### src/rtl/apb_master_bridge_pkg.sv
// apb_master_bridge shared types: FSM states, default widths, direction codes.
package apb_master_bridge_pkg;

  localparam int AW_DEF = 16;
  localparam int DW_DEF = 32;

  localparam logic APB_READ  = 1'b0;
  localparam logic APB_WRITE = 1'b1;

  typedef enum logic [1:0] {
    IDLE   = 2'd0,
    SETUP  = 2'd1,
    ACCESS = 2'd2,
    RESP   = 2'd3
  } state_e;

endpackage

### src/rtl/apb_master_bridge_if.sv
// Command/response port plus APB requester bus for apb_master_bridge.
interface apb_master_bridge_if #(
  parameter int AW = 16,
  parameter int DW = 32
) ();

  logic          cmd_valid;
  logic          cmd_ready;
  logic          cmd_write;
  logic [AW-1:0] cmd_addr;
  logic [DW-1:0] cmd_wdata;
  logic          rsp_valid;
  logic [DW-1:0] rsp_rdata;
  logic          rsp_err;
  logic          psel;
  logic          penable;
  logic          pwrite;
  logic [AW-1:0] paddr;
  logic [DW-1:0] pwdata;
  logic          pready;
  logic [DW-1:0] prdata;
  logic          pslverr;

  modport master (
    input  cmd_valid, cmd_write, cmd_addr, cmd_wdata,
    input  pready, prdata, pslverr,
    output cmd_ready, rsp_valid, rsp_rdata, rsp_err,
    output psel, penable, pwrite, paddr, pwdata
  );

  modport slave (
    output cmd_valid, cmd_write, cmd_addr, cmd_wdata,
    output pready, prdata, pslverr,
    input  cmd_ready, rsp_valid, rsp_rdata, rsp_err,
    input  psel, penable, pwrite, paddr, pwdata
  );

endinterface

### src/rtl/apb_master_bridge_wait_timer.sv
// ACCESS wait-state counter; expired_o flags the last allowed wait cycle.
module apb_master_bridge_wait_timer #(
  parameter int LIMIT = 255
) (
  input  logic clk,
  input  logic rst,
  input  logic clear_i,
  input  logic enable_i,
  output logic expired_o
);

  localparam int CW = $clog2(LIMIT + 1);

  logic [CW-1:0] cnt_q, cnt_d;

  always_comb begin
    cnt_d = cnt_q;
    if (clear_i)
      cnt_d = '0;
    else if (enable_i)
      cnt_d = cnt_q + CW'(1);
  end

  always_ff @(posedge clk) begin
    if (rst)
      cnt_q <= '0;
    else
      cnt_q <= cnt_d;
  end

  assign expired_o = enable_i &&
                     (cnt_q == CW'(LIMIT - 1));

endmodule

### src/rtl/apb_master_bridge.sv
// Single-outstanding APB requester: valid/ready command in, one-cycle response out.
// Optional ACCESS timeout enabled by defining APB_TIMEOUT_EN.
module apb_master_bridge
  import apb_master_bridge_pkg::*;
#(
  parameter int ADDRESS_BUS_WIDTH = AW_DEF,
  parameter int DATA_BUS_WIDTH    = DW_DEF,
  parameter int TIMEOUT_CYCLES    = 255
) (
  input logic pclk,
  input logic reset,
  apb_master_bridge_if.master bus
);

  localparam int AW = ADDRESS_BUS_WIDTH;
  localparam int DW = DATA_BUS_WIDTH;

  state_e        state_q, state_d;
  logic          cmd_ready_q, cmd_ready_d;
  logic          psel_q, psel_d;
  logic          penable_q, penable_d;
  logic          pwrite_q, pwrite_d;
  logic [AW-1:0] paddr_q, paddr_d;
  logic [DW-1:0] pwdata_q, pwdata_d;
  logic          rsp_valid_q, rsp_valid_d;
  logic [DW-1:0] rsp_rdata_q, rsp_rdata_d;
  logic          rsp_err_q, rsp_err_d;

  logic pready_ok, slverr_ok;
  logic tmr_clr, tmr_en, tmr_exp;

  // Only a definite 1 counts; x/z on the bus reads as wait / no error.
  assign pready_ok = (bus.pready === 1'b1);
  assign slverr_ok = (bus.pslverr === 1'b1);

`ifdef APB_TIMEOUT_EN
  apb_master_bridge_wait_timer #(
    .LIMIT (TIMEOUT_CYCLES)
  ) u_timer (
    .clk       (pclk),
    .rst       (reset),
    .clear_i   (tmr_clr),
    .enable_i  (tmr_en),
    .expired_o (tmr_exp)
  );
`else
  logic unused_timer;
  assign unused_timer = tmr_clr ^ tmr_en ^
                        (TIMEOUT_CYCLES >= 1);
  assign tmr_exp = 1'b0;
`endif

  always_comb begin
    state_d     = state_q;
    cmd_ready_d = cmd_ready_q;
    psel_d      = psel_q;
    penable_d   = penable_q;
    pwrite_d    = pwrite_q;
    paddr_d     = paddr_q;
    pwdata_d    = pwdata_q;
    rsp_valid_d = 1'b0;
    rsp_rdata_d = rsp_rdata_q;
    rsp_err_d   = rsp_err_q;
    tmr_clr     = 1'b0;
    tmr_en      = 1'b0;
    unique case (state_q)
      IDLE: begin
        if (bus.cmd_valid) begin
          pwrite_d    = bus.cmd_write;
          paddr_d     = bus.cmd_addr;
          pwdata_d    = bus.cmd_wdata;
          cmd_ready_d = 1'b0;
          psel_d      = 1'b1;
          state_d     = SETUP;
        end
      end
      SETUP: begin
        penable_d = 1'b1;
        tmr_clr   = 1'b1;
        state_d   = ACCESS;
      end
      ACCESS: begin
        tmr_en = !pready_ok;
        if (pready_ok || tmr_exp) begin
          psel_d      = 1'b0;
          penable_d   = 1'b0;
          rsp_valid_d = 1'b1;
          rsp_err_d   = pready_ok ? slverr_ok : 1'b1;
          rsp_rdata_d = '0;
          if (pready_ok && !slverr_ok &&
              pwrite_q == APB_READ)
            rsp_rdata_d = bus.prdata;
          state_d = RESP;
        end
      end
      RESP: begin
        cmd_ready_d = 1'b1;
        state_d     = IDLE;
      end
      default: state_d = IDLE;
    endcase
  end

  always_ff @(posedge pclk) begin
    if (reset) begin
      state_q     <= IDLE;
      cmd_ready_q <= 1'b1;
      psel_q      <= 1'b0;
      penable_q   <= 1'b0;
      pwrite_q    <= 1'b0;
      paddr_q     <= '0;
      pwdata_q    <= '0;
      rsp_valid_q <= 1'b0;
      rsp_rdata_q <= '0;
      rsp_err_q   <= 1'b0;
    end else begin
      state_q     <= state_d;
      cmd_ready_q <= cmd_ready_d;
      psel_q      <= psel_d;
      penable_q   <= penable_d;
      pwrite_q    <= pwrite_d;
      paddr_q     <= paddr_d;
      pwdata_q    <= pwdata_d;
      rsp_valid_q <= rsp_valid_d;
      rsp_rdata_q <= rsp_rdata_d;
      rsp_err_q   <= rsp_err_d;
    end
  end

  assign bus.cmd_ready = cmd_ready_q;
  assign bus.psel      = psel_q;
  assign bus.penable   = penable_q;
  assign bus.pwrite    = pwrite_q;
  assign bus.paddr     = paddr_q;
  assign bus.pwdata    = pwdata_q;
  assign bus.rsp_valid = rsp_valid_q;
  assign bus.rsp_rdata = rsp_rdata_q;
  assign bus.rsp_err   = rsp_err_q;

endmodule

### src/flat_wrapper.sv
// flat-port wrapper written by rule: the top's interface ports become plain ports
module apb_master_bridge_flat import apb_master_bridge_pkg::*;
#(
  parameter int ADDRESS_BUS_WIDTH = AW_DEF,
  parameter int DATA_BUS_WIDTH    = DW_DEF,
  parameter int TIMEOUT_CYCLES    = 255
)
  (pclk, reset, bus_cmd_valid, bus_cmd_write, bus_cmd_addr, bus_cmd_wdata, bus_pready, bus_prdata, bus_pslverr, bus_cmd_ready, bus_rsp_valid, bus_rsp_rdata, bus_rsp_err, bus_psel, bus_penable, bus_pwrite, bus_paddr, bus_pwdata);
  apb_master_bridge_if #(.AW((16)), .DW((32))) bus_i ();
  input logic pclk;
  input logic reset;
  input wire logic [$bits(bus_i.cmd_valid)-1:0] bus_cmd_valid;
  input wire logic [$bits(bus_i.cmd_write)-1:0] bus_cmd_write;
  input wire logic [$bits(bus_i.cmd_addr)-1:0] bus_cmd_addr;
  input wire logic [$bits(bus_i.cmd_wdata)-1:0] bus_cmd_wdata;
  input wire logic [$bits(bus_i.pready)-1:0] bus_pready;
  input wire logic [$bits(bus_i.prdata)-1:0] bus_prdata;
  input wire logic [$bits(bus_i.pslverr)-1:0] bus_pslverr;
  output wire logic [$bits(bus_i.cmd_ready)-1:0] bus_cmd_ready;
  output wire logic [$bits(bus_i.rsp_valid)-1:0] bus_rsp_valid;
  output wire logic [$bits(bus_i.rsp_rdata)-1:0] bus_rsp_rdata;
  output wire logic [$bits(bus_i.rsp_err)-1:0] bus_rsp_err;
  output wire logic [$bits(bus_i.psel)-1:0] bus_psel;
  output wire logic [$bits(bus_i.penable)-1:0] bus_penable;
  output wire logic [$bits(bus_i.pwrite)-1:0] bus_pwrite;
  output wire logic [$bits(bus_i.paddr)-1:0] bus_paddr;
  output wire logic [$bits(bus_i.pwdata)-1:0] bus_pwdata;
  assign bus_i.cmd_valid = bus_cmd_valid;
  assign bus_i.cmd_write = bus_cmd_write;
  assign bus_i.cmd_addr = bus_cmd_addr;
  assign bus_i.cmd_wdata = bus_cmd_wdata;
  assign bus_i.pready = bus_pready;
  assign bus_i.prdata = bus_prdata;
  assign bus_i.pslverr = bus_pslverr;
  assign bus_cmd_ready = bus_i.cmd_ready;
  assign bus_rsp_valid = bus_i.rsp_valid;
  assign bus_rsp_rdata = bus_i.rsp_rdata;
  assign bus_rsp_err = bus_i.rsp_err;
  assign bus_psel = bus_i.psel;
  assign bus_penable = bus_i.penable;
  assign bus_pwrite = bus_i.pwrite;
  assign bus_paddr = bus_i.paddr;
  assign bus_pwdata = bus_i.pwdata;
  apb_master_bridge #(.ADDRESS_BUS_WIDTH(ADDRESS_BUS_WIDTH), .DATA_BUS_WIDTH(DATA_BUS_WIDTH), .TIMEOUT_CYCLES(TIMEOUT_CYCLES)) u_core (.pclk(pclk), .reset(reset), .bus(bus_i));
endmodule
### config.mk
export PLATFORM = sky130hd
export DESIGN_NAME = apb_master_bridge_flat
export DESIGN_NICKNAME = d
export VERILOG_FILES = /design/src/rtl/apb_master_bridge_pkg.sv /design/src/rtl/apb_master_bridge_if.sv /design/src/rtl/apb_master_bridge_wait_timer.sv /design/src/rtl/apb_master_bridge.sv /design/src/flat_wrapper.sv
export SDC_FILE = /design/constraint.sdc
export NUM_CORES = 1
export LEC_CHECK = 0
export CORE_MARGIN = 5
export CORE_UTILIZATION = 38
export CTS_BUF_LIST = sky130_fd_sc_hd__clkbuf_8 sky130_fd_sc_hd__clkbuf_16
export CTS_CLUSTER_DIAMETER = 200
export DETAILED_ROUTE_END_ITERATION = 12
export HOLD_SLACK_MARGIN = 0.08
export PLACE_DENSITY_LB_ADDON = 0.05
export SYNTH_ARGS = -nofsm -noshare
export SYNTH_HDL_FRONTEND = slang
export SYNTH_SLANG_ARGS = --single-unit
### constraint.sdc
create_clock -name pclk -period 1.8 [get_ports pclk]
set_input_delay 0.18 -clock pclk [delete_from_list [all_inputs] [get_ports pclk]]
set_output_delay 0.18 -clock pclk [all_outputs]
set_load 0.01 [all_outputs]
==> reports/results.ini <==
[synth]
syn_area_per_cell_um2=9.31
syn_nets=418
synth_cells=326
ys_seq_elements=88
yosysSeqAreaShare=0.580
yosysWarnings=0
syn_area_um2=3040
ys_types=22

[timing]
min_period_over_period=0.893
fin_crit_ns=1.61
tns_ns=0
rsz0062_at_grt=no
setup_violations=0
drv_slew=0
fin_skew_ns=0.00835
slew_headroom=0.740
hold_viol=0
max_freq_mhz=622
worstMarginPinSlew_ns=0.390

[clock_tree]
numCtsBuffers=9
cts_max_level=3
cts.sinks=88
cts_tree=yes
cts_resized=0
postCtsHoldBufs=0
cts_root_buf=clkbuf_8
clkLatencyLatePin_ns=0.34
clockBufferDepth=2
clkTransAtPathRegs_ns=0.08
post-cts-setup-buffers=0

[floorplanning]
core_area_um2=7770
rows=32
die_w_um=99.4
io_pins=172
start_util=0.391
dieArea_um2=9880
die_h_um=99.4

[place]
gp_congestion=0.758
place_hpwl_um=6460
port_buffers=171

[job]
drv_cap=0

[setup_path]
cp_cell_sequence=inv_1 -> ha_2 -> nand2_1 -> nor4_4 -> buf_12 -> a22o_1
critPathRequiredTime_ns=2.08
path_class=reg2reg
startpoint_type=flop
slowest_stage=dfxtp_1
worst-path-buf-inv=2
crit_path_max_fanout=32
crit_arrival_ns=1.89
cp_top_family=simple AND/OR/NAND/NOR gates
cpPeakStageDelay_ns=0.33
end_kind=flop

[global_route]
grt_usage=0.173
grt_max_degree=38
antenna_found_initial=0
grt_pass1_wl_um=13800
overflow=0
grt_pass1_vias=2815

[final_layout]
fillers=666
drive_above_1_share=0.0562
multi_input_area_um2=1150
syn_to_final_growth_pct=67.7
seqCellArea_um2=1760
diodes=0
fin_util=0.655
num-nets-final=585

[route]
drcViolationCount=0
drt_iter0_markers=90
vias=2844
firstDrtPassIters=4
wirelength_um=8770
viasPerCell=4.74
postRouteAntennaNets=0
drt-wirelength-per-cell_um=14.6

[worst_hold_path]
hold_class=in2reg

[pwr]
ir_drop_uv=573
p_per_area_nw_per_um2=1130
p_leak_nw=1.91

[run_status]
outcome=finished, final reports clean

[worst register-to-register path, delay by kind of cell, from the launching register on]
| kind | cells | cell delay [ns] |
|---|---|---|
| DFF | 1 | 0.33 |
| and+or+nand+nor | 2 | 0.41 |
| AOI/OAI and AO/OA | 1 | 0.17 |
| adders and majority gates | 1 | 0.26 |
| buffers and inverters | 2 | 0.38 |
[registers in the layout (all words and copies together), names as in the netlist, 2 cells and up]
| register | flops |
|---|---|
| u_core.bus.paddr | 16 |
| u_core.bus.pwdata | 32 |
| u_core.bus.rsp_rdata | 32 |
| u_core.state_q | 2 |
[Yosys cell counts]
cell / count / area (µm²)
clkbuf_1: 8 / 30.0
ha_1: 6 / 75.1
nand2b_1: 1 / 6.26
nand2_1: 101 / 379
nor2b_1: 3 / 18.8
or4b_1: 1 / 10.0
buf_2: 10 / 50.1
and2_1: 1 / 6.26
a211oi_1: 2 / 15.0
a21oi_1: 52 / 260
dfxtp_1: 88 / 1760
nand3_1: 1 / 5.00
buf_4: 5 / 37.5
a31oi_1: 1 / 6.26
inv_1: 3 / 11.3
o31ai_1: 2 / 15.0
mux2_2: 1 / 11.3
nor4_4: 1 / 21.3
or4_1: 1 / 7.51
a2111oi_0: 1 / 8.76
a22o_1: 32 / 280
nor2_1: 5 / 18.8
[layer usage]
metal | global-route usage | share of wire | vias to the layer above
met4 | 0.0431 | 0.013 | 0
li1 | - | - | 1429
met3 | 0.0680 | 0.077 | 8
met5 | 0 | 0 | -
met1 | 0.209 | 0.43 | 1307
met2 | 0.290 | 0.48 | 100
[worst paths after layout]
path / startpoint / to / slack [ns] / depth (start not counted)
hold reg to reg: u_core.bus.pwdata[8]$_SDFFE_PP0P_ / u_core.bus.pwdata[8]$_SDFFE_PP0P_ / 0.45 / 2
setup / recovery: u_core.state_q[0]$_SDFFE_PP0P_ / u_core.bus.rsp_rdata[22]$_SDFFE_PP0P_ / 0.19 / 6
hold / removal: reset / u_core.bus.pwdata[11]$_SDFFE_PP0P_ / 0.16 / 2
setup reg to reg: u_core.state_q[0]$_SDFFE_PP0P_ / u_core.bus.rsp_rdata[22]$_SDFFE_PP0P_ / 0.19 / 6
[where the power goes]
part	leakage, nW	switching (mW)	internal [mW]	total, mW
registers	0.718	0.154	2.24	2.39
logic	1.07	0.908	0.992	1.90
clock network	0.115	0.667	0.816	1.48
total	1.91	1.73	4.05	5.78
[stage by stage]
step | hold slack, ns | std cells | total power [mW] | setup WS [ns] | area [µm²]
2_1_floorplan | 0.270 | 326 | 3.35 | 0.353 | 3040
3_3_place_gp | 0.441 | 584 | 4.32 | 0.242 | 4870
3_5_place_dp | 0.447 | 584 | 4.36 | 0.145 | 4870
4_1_cts | 0.138 | 600 | 5.86 | 0.130 | 5090
5_1_grt | 0.175 | 600 | 6.13 | 0.0670 | 5090
6_report | 0.158 | 600 | 5.78 | 0.192 | 5090
[area by class of cell]
cell class                      count  area share
Inverter                            3     0.00221
Sequential cell                    88       0.346
Tap cell                          102      0.0251
Clock inverter                      6      0.0165
Multi-Input combinational cell    212       0.226
Clock buffer                       10      0.0270
Timing Repair Buffer              179       0.357
[cells in the final DEF, fill, tap and decap left out]
cell type and count:
nand2_1 101, inv_1 5, clkbuf_8 10, nor4_4 1, a2111oi_0 1, buf_12 4
and2_2 1, a21oi_2 1, ha_1 5, nand3_1 1, a22o_1 32, dfxtp_1 88
a21oi_1 51, a211oi_1 2, or4b_1 1, clkinvlp_4 1, inv_6 1, or4_1 1
buf_4 4, nor2b_1 3, a31oi_1 1, ha_2 1, nor2_1 5, buf_2 1
clkdlybuf4s50_1 170, mux2_2 1, nand2b_1 1, o31ai_1 2, bufinv_16 2
[logic make-up after synthesis]
| group | Yosys count | synth area share |
|---|---|---|
| muxes | 1 | 0.00371 |
| and+or+nand+nor | 115 | 0.156 |
| adders and majority gates | 6 | 0.0247 |
| buffers and inverters | 26 | 0.0425 |
| DFF | 88 | 0.580 |
| AOI/OAI and AO/OA | 90 | 0.193 |
Power figures use the tool's default switching activity.
